`config.mk`:
```
export PLATFORM = sky130hd
export DESIGN_NAME = cla_pipe_addsub
export DESIGN_NICKNAME = d
export VERILOG_FILES = /design/src/rtl/cla_pipe_addsub.sv
export SDC_FILE = /design/constraint.sdc
export NUM_CORES = 1
export LEC_CHECK = 0
export CORE_MARGIN = 5
export CORE_UTILIZATION = 39
export DETAILED_ROUTE_END_ITERATION = 7
export PLACE_DENSITY = 0.62
export SLEW_MARGIN = 5
export SYNTH_ARGS = -nofsm -noshare
export SYNTH_HDL_FRONTEND = slang
export SYNTH_SLANG_ARGS = --single-unit
```
`constraint.sdc`:
```
create_clock -name clk -period 7.5 [get_ports clk]
set_input_delay 0.75 -clock clk [delete_from_list [all_inputs] [get_ports clk]]
set_output_delay 0.75 -clock clk [all_outputs]
set_load 0.05 [all_outputs]
```
`src/rtl/cla_pipe_addsub.sv`:
```
// Pipelined carry-lookahead adder/subtractor: one SEG-bit segment per stage, full-pipeline stall.
// Define CLA_PIPE_OVF_EN to enable signed-overflow reporting on ovf; otherwise ovf is tied to 0.
module cla_pipe_addsub #(
    parameter int WIDTH = 64,
    parameter int SEG   = 16
) (
    input  logic             clk,
    input  logic             rst_n,
    input  logic             in_valid,
    output logic             in_ready,
    input  logic [WIDTH-1:0] a,
    input  logic [WIDTH-1:0] b,
    input  logic [1:0]       op,
    input  logic             cin,
    output logic             out_valid,
    input  logic             out_ready,
    output logic [WIDTH-1:0] s,
    output logic             c_out,
    output logic             ovf
);
    localparam int NSEG = WIDTH / SEG;

    // Segment add built from 4-bit lookahead groups; SEG must be a multiple of 4.
    function automatic logic [SEG:0] cla_seg(input logic [SEG-1:0] x,
                                             input logic [SEG-1:0] y,
                                             input logic           c0);
        logic [SEG-1:0] g;
        logic [SEG-1:0] p;
        logic [SEG:0]   c;
        g    = x & y;
        p    = x ^ y;
        c    = '0;
        c[0] = c0;
        for (int j = 0; j < SEG; j += 4) begin
            c[j+1] = g[j] | (p[j] & c[j]);
            c[j+2] = g[j+1] | (p[j+1] & g[j]) | (p[j+1] & p[j] & c[j]);
            c[j+3] = g[j+2] | (p[j+2] & g[j+1]) | (p[j+2] & p[j+1] & g[j])
                   | (p[j+2] & p[j+1] & p[j] & c[j]);
            c[j+4] = g[j+3] | (p[j+3] & g[j+2]) | (p[j+3] & p[j+2] & g[j+1])
                   | (p[j+3] & p[j+2] & p[j+1] & g[j])
                   | (p[j+3] & p[j+2] & p[j+1] & p[j] & c[j]);
        end
        return {c[SEG], p ^ c[SEG-1:0]};
    endfunction

    logic             vld_p [NSEG];
    logic [WIDTH-1:0] sum_p [NSEG];
    logic [WIDTH-1:0] opa_p [NSEG];
    logic [WIDTH-1:0] opb_p [NSEG];
    logic             cy_p  [NSEG];

    logic             vld_n [NSEG];
    logic [WIDTH-1:0] sum_n [NSEG];
    logic [WIDTH-1:0] opa_n [NSEG];
    logic [WIDTH-1:0] opb_n [NSEG];
    logic             cy_n  [NSEG];

    logic [WIDTH-1:0] b_eff;
    logic             c_eff;
    logic             stall;
    logic [WIDTH-1:0] src_a;
    logic [WIDTH-1:0] src_b;
    logic [WIDTH-1:0] src_s;
    logic             src_c;
    logic [SEG:0]     seg_r;
`ifdef CLA_PIPE_OVF_EN
    logic             ovf_p;
    logic             ovf_n;
`endif

    assign out_valid = vld_p[NSEG-1];
    assign s         = sum_p[NSEG-1];
    assign c_out     = cy_p[NSEG-1];
    assign stall     = out_valid && !out_ready;
    assign in_ready  = !stall;
    assign b_eff     = op[1] ? ~b : b;
    assign c_eff     = op[0] ? cin : op[1];

    always_comb begin
        src_a = '0;
        src_b = '0;
        src_s = '0;
        src_c = 1'b0;
        seg_r = '0;
`ifdef CLA_PIPE_OVF_EN
        ovf_n = 1'b0;
`endif
        for (int k = 0; k < NSEG; k++) begin
            if (k == 0) begin
                src_a    = a;
                src_b    = b_eff;
                src_s    = '0;
                src_c    = c_eff;
                vld_n[k] = in_valid;
            end else begin
                src_a    = opa_p[k-1];
                src_b    = opb_p[k-1];
                src_s    = sum_p[k-1];
                src_c    = cy_p[k-1];
                vld_n[k] = vld_p[k-1];
            end
            seg_r                 = cla_seg(src_a[k*SEG +: SEG], src_b[k*SEG +: SEG], src_c);
            sum_n[k]              = src_s;
            sum_n[k][k*SEG +: SEG] = seg_r[SEG-1:0];
            cy_n[k]               = seg_r[SEG];
            opa_n[k]              = src_a;
            opb_n[k]              = src_b;
`ifdef CLA_PIPE_OVF_EN
            // Top segment carries the sign bits; overflow is decided there.
            if (k == NSEG - 1)
                ovf_n = (src_a[WIDTH-1] == src_b[WIDTH-1]) && (seg_r[SEG-1] != src_a[WIDTH-1]);
`endif
        end
    end

    // Stage boundary: every stage shifts together unless the output is stalled.
    always_ff @(posedge clk or negedge rst_n) begin
        if (!rst_n) begin
            for (int k = 0; k < NSEG; k++) begin
                vld_p[k] <= 1'b0;
                sum_p[k] <= '0;
                opa_p[k] <= '0;
                opb_p[k] <= '0;
                cy_p[k]  <= 1'b0;
            end
        end else if (!stall) begin
            for (int k = 0; k < NSEG; k++) begin
                vld_p[k] <= vld_n[k];
                sum_p[k] <= sum_n[k];
                opa_p[k] <= opa_n[k];
                opb_p[k] <= opb_n[k];
                cy_p[k]  <= cy_n[k];
            end
        end
    end

`ifdef CLA_PIPE_OVF_EN
    always_ff @(posedge clk or negedge rst_n) begin
        if (!rst_n)
            ovf_p <= 1'b0;
        else if (!stall)
            ovf_p <= ovf_n;
    end
    assign ovf = ovf_p;
`else
    assign ovf = 1'b0;
`endif

endmodule

```
==> impl_metrics.env <==
export IMPL_outcome="completed"
export IMPL_ys_warn_count=0
export IMPL_p_switching_uw=3540
export IMPL_async_reset_ff_frac=1.00
export IMPL_p_clk_frac=0.236
export IMPL_path_max_fanout=89
export IMPL_num_io_pins=203
export IMPL_slowest_delay_ns=0.82
export IMPL_drt_iter0_markers=812
export IMPL_post_synth_cell_area_avg_um2=9.14
export IMPL_drc_errors=0
export IMPL_layout_nets=2173
export IMPL_worst_slew_pin_slew_ns=0.993
export IMPL_netlist_area_leader_share=0.550
export IMPL_syn_inst=1792
export IMPL_detail_route_antenna_nets=0
export IMPL_finClkSkew_ns=0.0119
export IMPL_seq_area_frac_synth=0.550
export IMPL_cts_sinks=360
export IMPL_slew_headroom=0.338
export IMPL_port_buffers=201
export IMPL_synth_seq_cells=360
export IMPL_drv_cap=0
export IMPL_antenna_found_initial=0
export IMPL_arrival_ns=3.24
export IMPL_p_int_uw=5610
export IMPL_drtPass1Iterations=5
export IMPL_final_layout_size_suffix_gt1_frac=0.0532
export IMPL_critPathTopFamily="buffers and inverters"
export IMPL_cts_hold_buf=0
export IMPL_totalWireLength_um=36000
export IMPL_insertion_delay_ns=0.55
export IMPL_syn2layout_area_growth_pct=24.1
export IMPL_crit_chain="clkdlybuf4s50_1, nor2b_4, buf_4, inv_8, clkdlybuf4s50_1"
export IMPL_peakVddDrop_v=0.000214
export IMPL_row_count=75
export IMPL_rsz0062_at_grt="false"
export IMPL_clk_transition_reported_paths_ns=0.05
export IMPL_tns_ns=0
export IMPL_leakage_uw=0.00992
export IMPL_die_h_um=215
export IMPL_combPwrFrac=0.400
export IMPL_crit_top_cell="clkdlybuf4s50_1"
export IMPL_synth_flop_cell="dfrtp_1"
export IMPL_stdcell_count=2531
export IMPL_dieArea_um2=46200
export IMPL_grt_remaining_overflow=0
export IMPL_hold_viol=0
export IMPL_core_um2=41800
export IMPL_synth_edf_count=0
export IMPL_numCtsBuffers=42
export IMPL_root_buffer="clkbuf_16"
export IMPL_grt_pass1_vias=12082
export IMPL_synth_cell_area_um2=16400
export IMPL_postCtsSetupRepairBufs=0
export IMPL_post_route_min_period_ns=3.99
export IMPL_crit_slowest_cell="clkdlybuf4s50_1"
export IMPL_setup_viol=0
export IMPL_pwr_density_cell_nw_per_um2=450
export IMPL_cp_required_ns=6.75
export IMPL_report_final_slew_viol_count=0
export IMPL_dpl_hpwl_um=23800
export IMPL_synthTopCellsByArea="dfrtp_1 55%, nand2_1 19%, ha_1 4.9%"
export IMPL_synth_distinct_cells=51
export IMPL_dp_cells=2453
export IMPL_place_gp_congestion=0.784
export IMPL_vias=11981
export IMPL_swShare=0.387
export IMPL_vias_per_cell=4.73
export IMPL_seq_power_share=0.364
export IMPL_grt_max_degree=211
export IMPL_startpoint_type="input port"
export IMPL_avgRoutedWirePerCell_um=14.2
export IMPL_start_util=0.392
export IMPL_grt_pass1_wl_um=61100
export IMPL_crit_buf_inv=4
export IMPL_ctsResizeCount=0
export IMPL_cts_tree="done"
export IMPL_htreeDepth=2
export IMPL_track_usage=0.157
export IMPL_clock_fmax_ghz=0.251
export IMPL_cts_buffer_depth=3
export IMPL_period_share=0.531
export IMPL_critical_path_class="in2out"
export IMPL_cp_end_kind="output port"
export IMPL_min_path_type="in2async"
export IMPL_die_w_um=215
export IMPL_synth_top_area_cell="dfrtp_1"
export IMPL_syn_num_nets=2007
export IMPL_antenna_cells=0
==> worst register-to-register path, cell delays in order (launching register included) <==
cell and delay (ns):
dfrtp_1 0.40, nor2b_4 0.15, buf_4 0.71, inv_8 0.38, buf_4 0.51, and3_1 0.35, a21oi_1 0.12, o41ai_1 0.09
or3b_1 0.39
==> layer usage <==
metal,track usage,vias to the layer above,wire (µm)
met3,0.0269,63,1430
met4,0.0498,0,858
met2,0.257,202,17000
met5,0,-,0
met1,0.215,5663,16800
li1,-,6053,-
==> cells in the mapped netlist, drive strengths merged, types with 8 or more instances <==
cell / number
nand2: 831
dfrtp: 360
clkbuf: 77
o21ai: 77
xnor2: 69
ha: 64
a21oi: 42
nor2: 41
inv: 28
xor2: 28
a21o: 23
fa: 16
nand3: 15
nor3: 15
buf: 11
o31ai: 8
==> registers in the layout, summed over array words and instances, names as in the netlist <==
| register | cells |
|---|---|
| sum_n | 48 |
| vld_n | 3 |
| src_c | 1 |
| opa_n | 80 |
| src_s | 48 |
| out_valid | 1 |
| src_b | 16 |
| opb_n | 80 |
| s | 64 |
| c_out | 1 |
| src_a | 16 |
| cy_p | 2 |
==> kinds of logic (layout without fill, tap and decap cells) <==
family | Yosys count | count (layout) | share of synthesized area
AOI/OAI and AO/OA | 194 | 194 | 0.0748
xor gates and xnor gates | 97 | 97 | 0.0519
adders and majority gates | 80 | 80 | 0.0684
buffers and inverters | 116 | 316 | 0.0269
DFF | 360 | 360 | 0.550
muxes | 7 | 7 | 0.00496
other | 1 | 1 | 0.000229
and+or+nand+nor | 937 | 937 | 0.223
==> power by group through the flow <==
stage	sequential, µW	combinational [µW]	clock, µW
3_5_place_dp	3360	3710	0
2_1_floorplan	3830	2130	0
5_1_grt	3450	4120	2310
4_1_cts	3340	3730	2230
6_report	3330	3660	2160
3_3_place_gp	3330	3630	0
==> layout by cell type, fill, tap and decap left out, types with 5 or more instances in the layout <==
master / netlist / final
or3_1: 5 / 5
clkbuf_8: 0 / 9
clkdlybuf4s50_1: 0 / 199
nor2_1: 41 / 41
clkbuf_1: 77 / 10
nand3_1: 15 / 15
nor3_1: 15 / 15
nand2b_1: 5 / 5
xnor2_1: 69 / 69
xor2_1: 28 / 28
clkinv_2: 0 / 6
bufinv_16: 0 / 5
fa_1: 16 / 16
and3_1: 5 / 5
a211oi_1: 5 / 5
mux2_2: 6 / 6
ha_1: 64 / 64
dfrtp_1: 360 / 360
o31ai_1: 8 / 8
a21o_1: 23 / 23
clkbuf_16: 0 / 45
inv_1: 28 / 27
buf_4: 1 / 8
o21ai_0: 74 / 74
and2_1: 7 / 7
a21oi_1: 41 / 41
nand2_1: 831 / 831
==> final timing paths <==
path / cells after the start / from / slack (ns) / endpoint
setup / recovery: 5 / out_ready / 3.51 / in_ready
hold / removal: 1 / rst_n / 0.24 / opa_n[150]$_DFFE_PN0N_
setup reg to reg: 8 / out_valid$_DFFE_PN0N_ / 4.29 / sum_n[143]$_DFFE_PN0N_
hold reg to reg: 2 / sum_n[138]$_DFFE_PN0N_ / 0.46 / sum_n[74]$_DFFE_PN0N_
max in group asynchronous: 2 / rst_n / 5.69 / opa_n[155]$_DFFE_PN0N_
min in group clk: 2 / sum_n[138]$_DFFE_PN0N_ / 0.46 / sum_n[74]$_DFFE_PN0N_
==> per-stage QoR <==
step	cell area, µm²	setup WS, ns	total power (µW)	hold slack [ns]	util
finish	20300	3.51	9150	0.240	0.487
global route	20300	3.34	9880	0.354	0.487
CTS	20300	3.49	9300	0.309	0.487
global placement	18800	3.36	6960	0.448	0.451
detailed placement	18800	3.24	7080	0.454	0.451
floorplan	16400	4.11	5960	0.430	-
==> layout make-up <==
cell class | instances | area [µm²]
clock buffers | 64 | 1290
clock inverters | 14 | 204
repair buffers | 210 | 2110
well taps | 539 | 674
inverters | 28 | 113
flip-flops and latches | 360 | 9010
fillers | 3972 | 21400
multi-input cells | 1316 | 6940
Power figures use the tool's default switching activity.
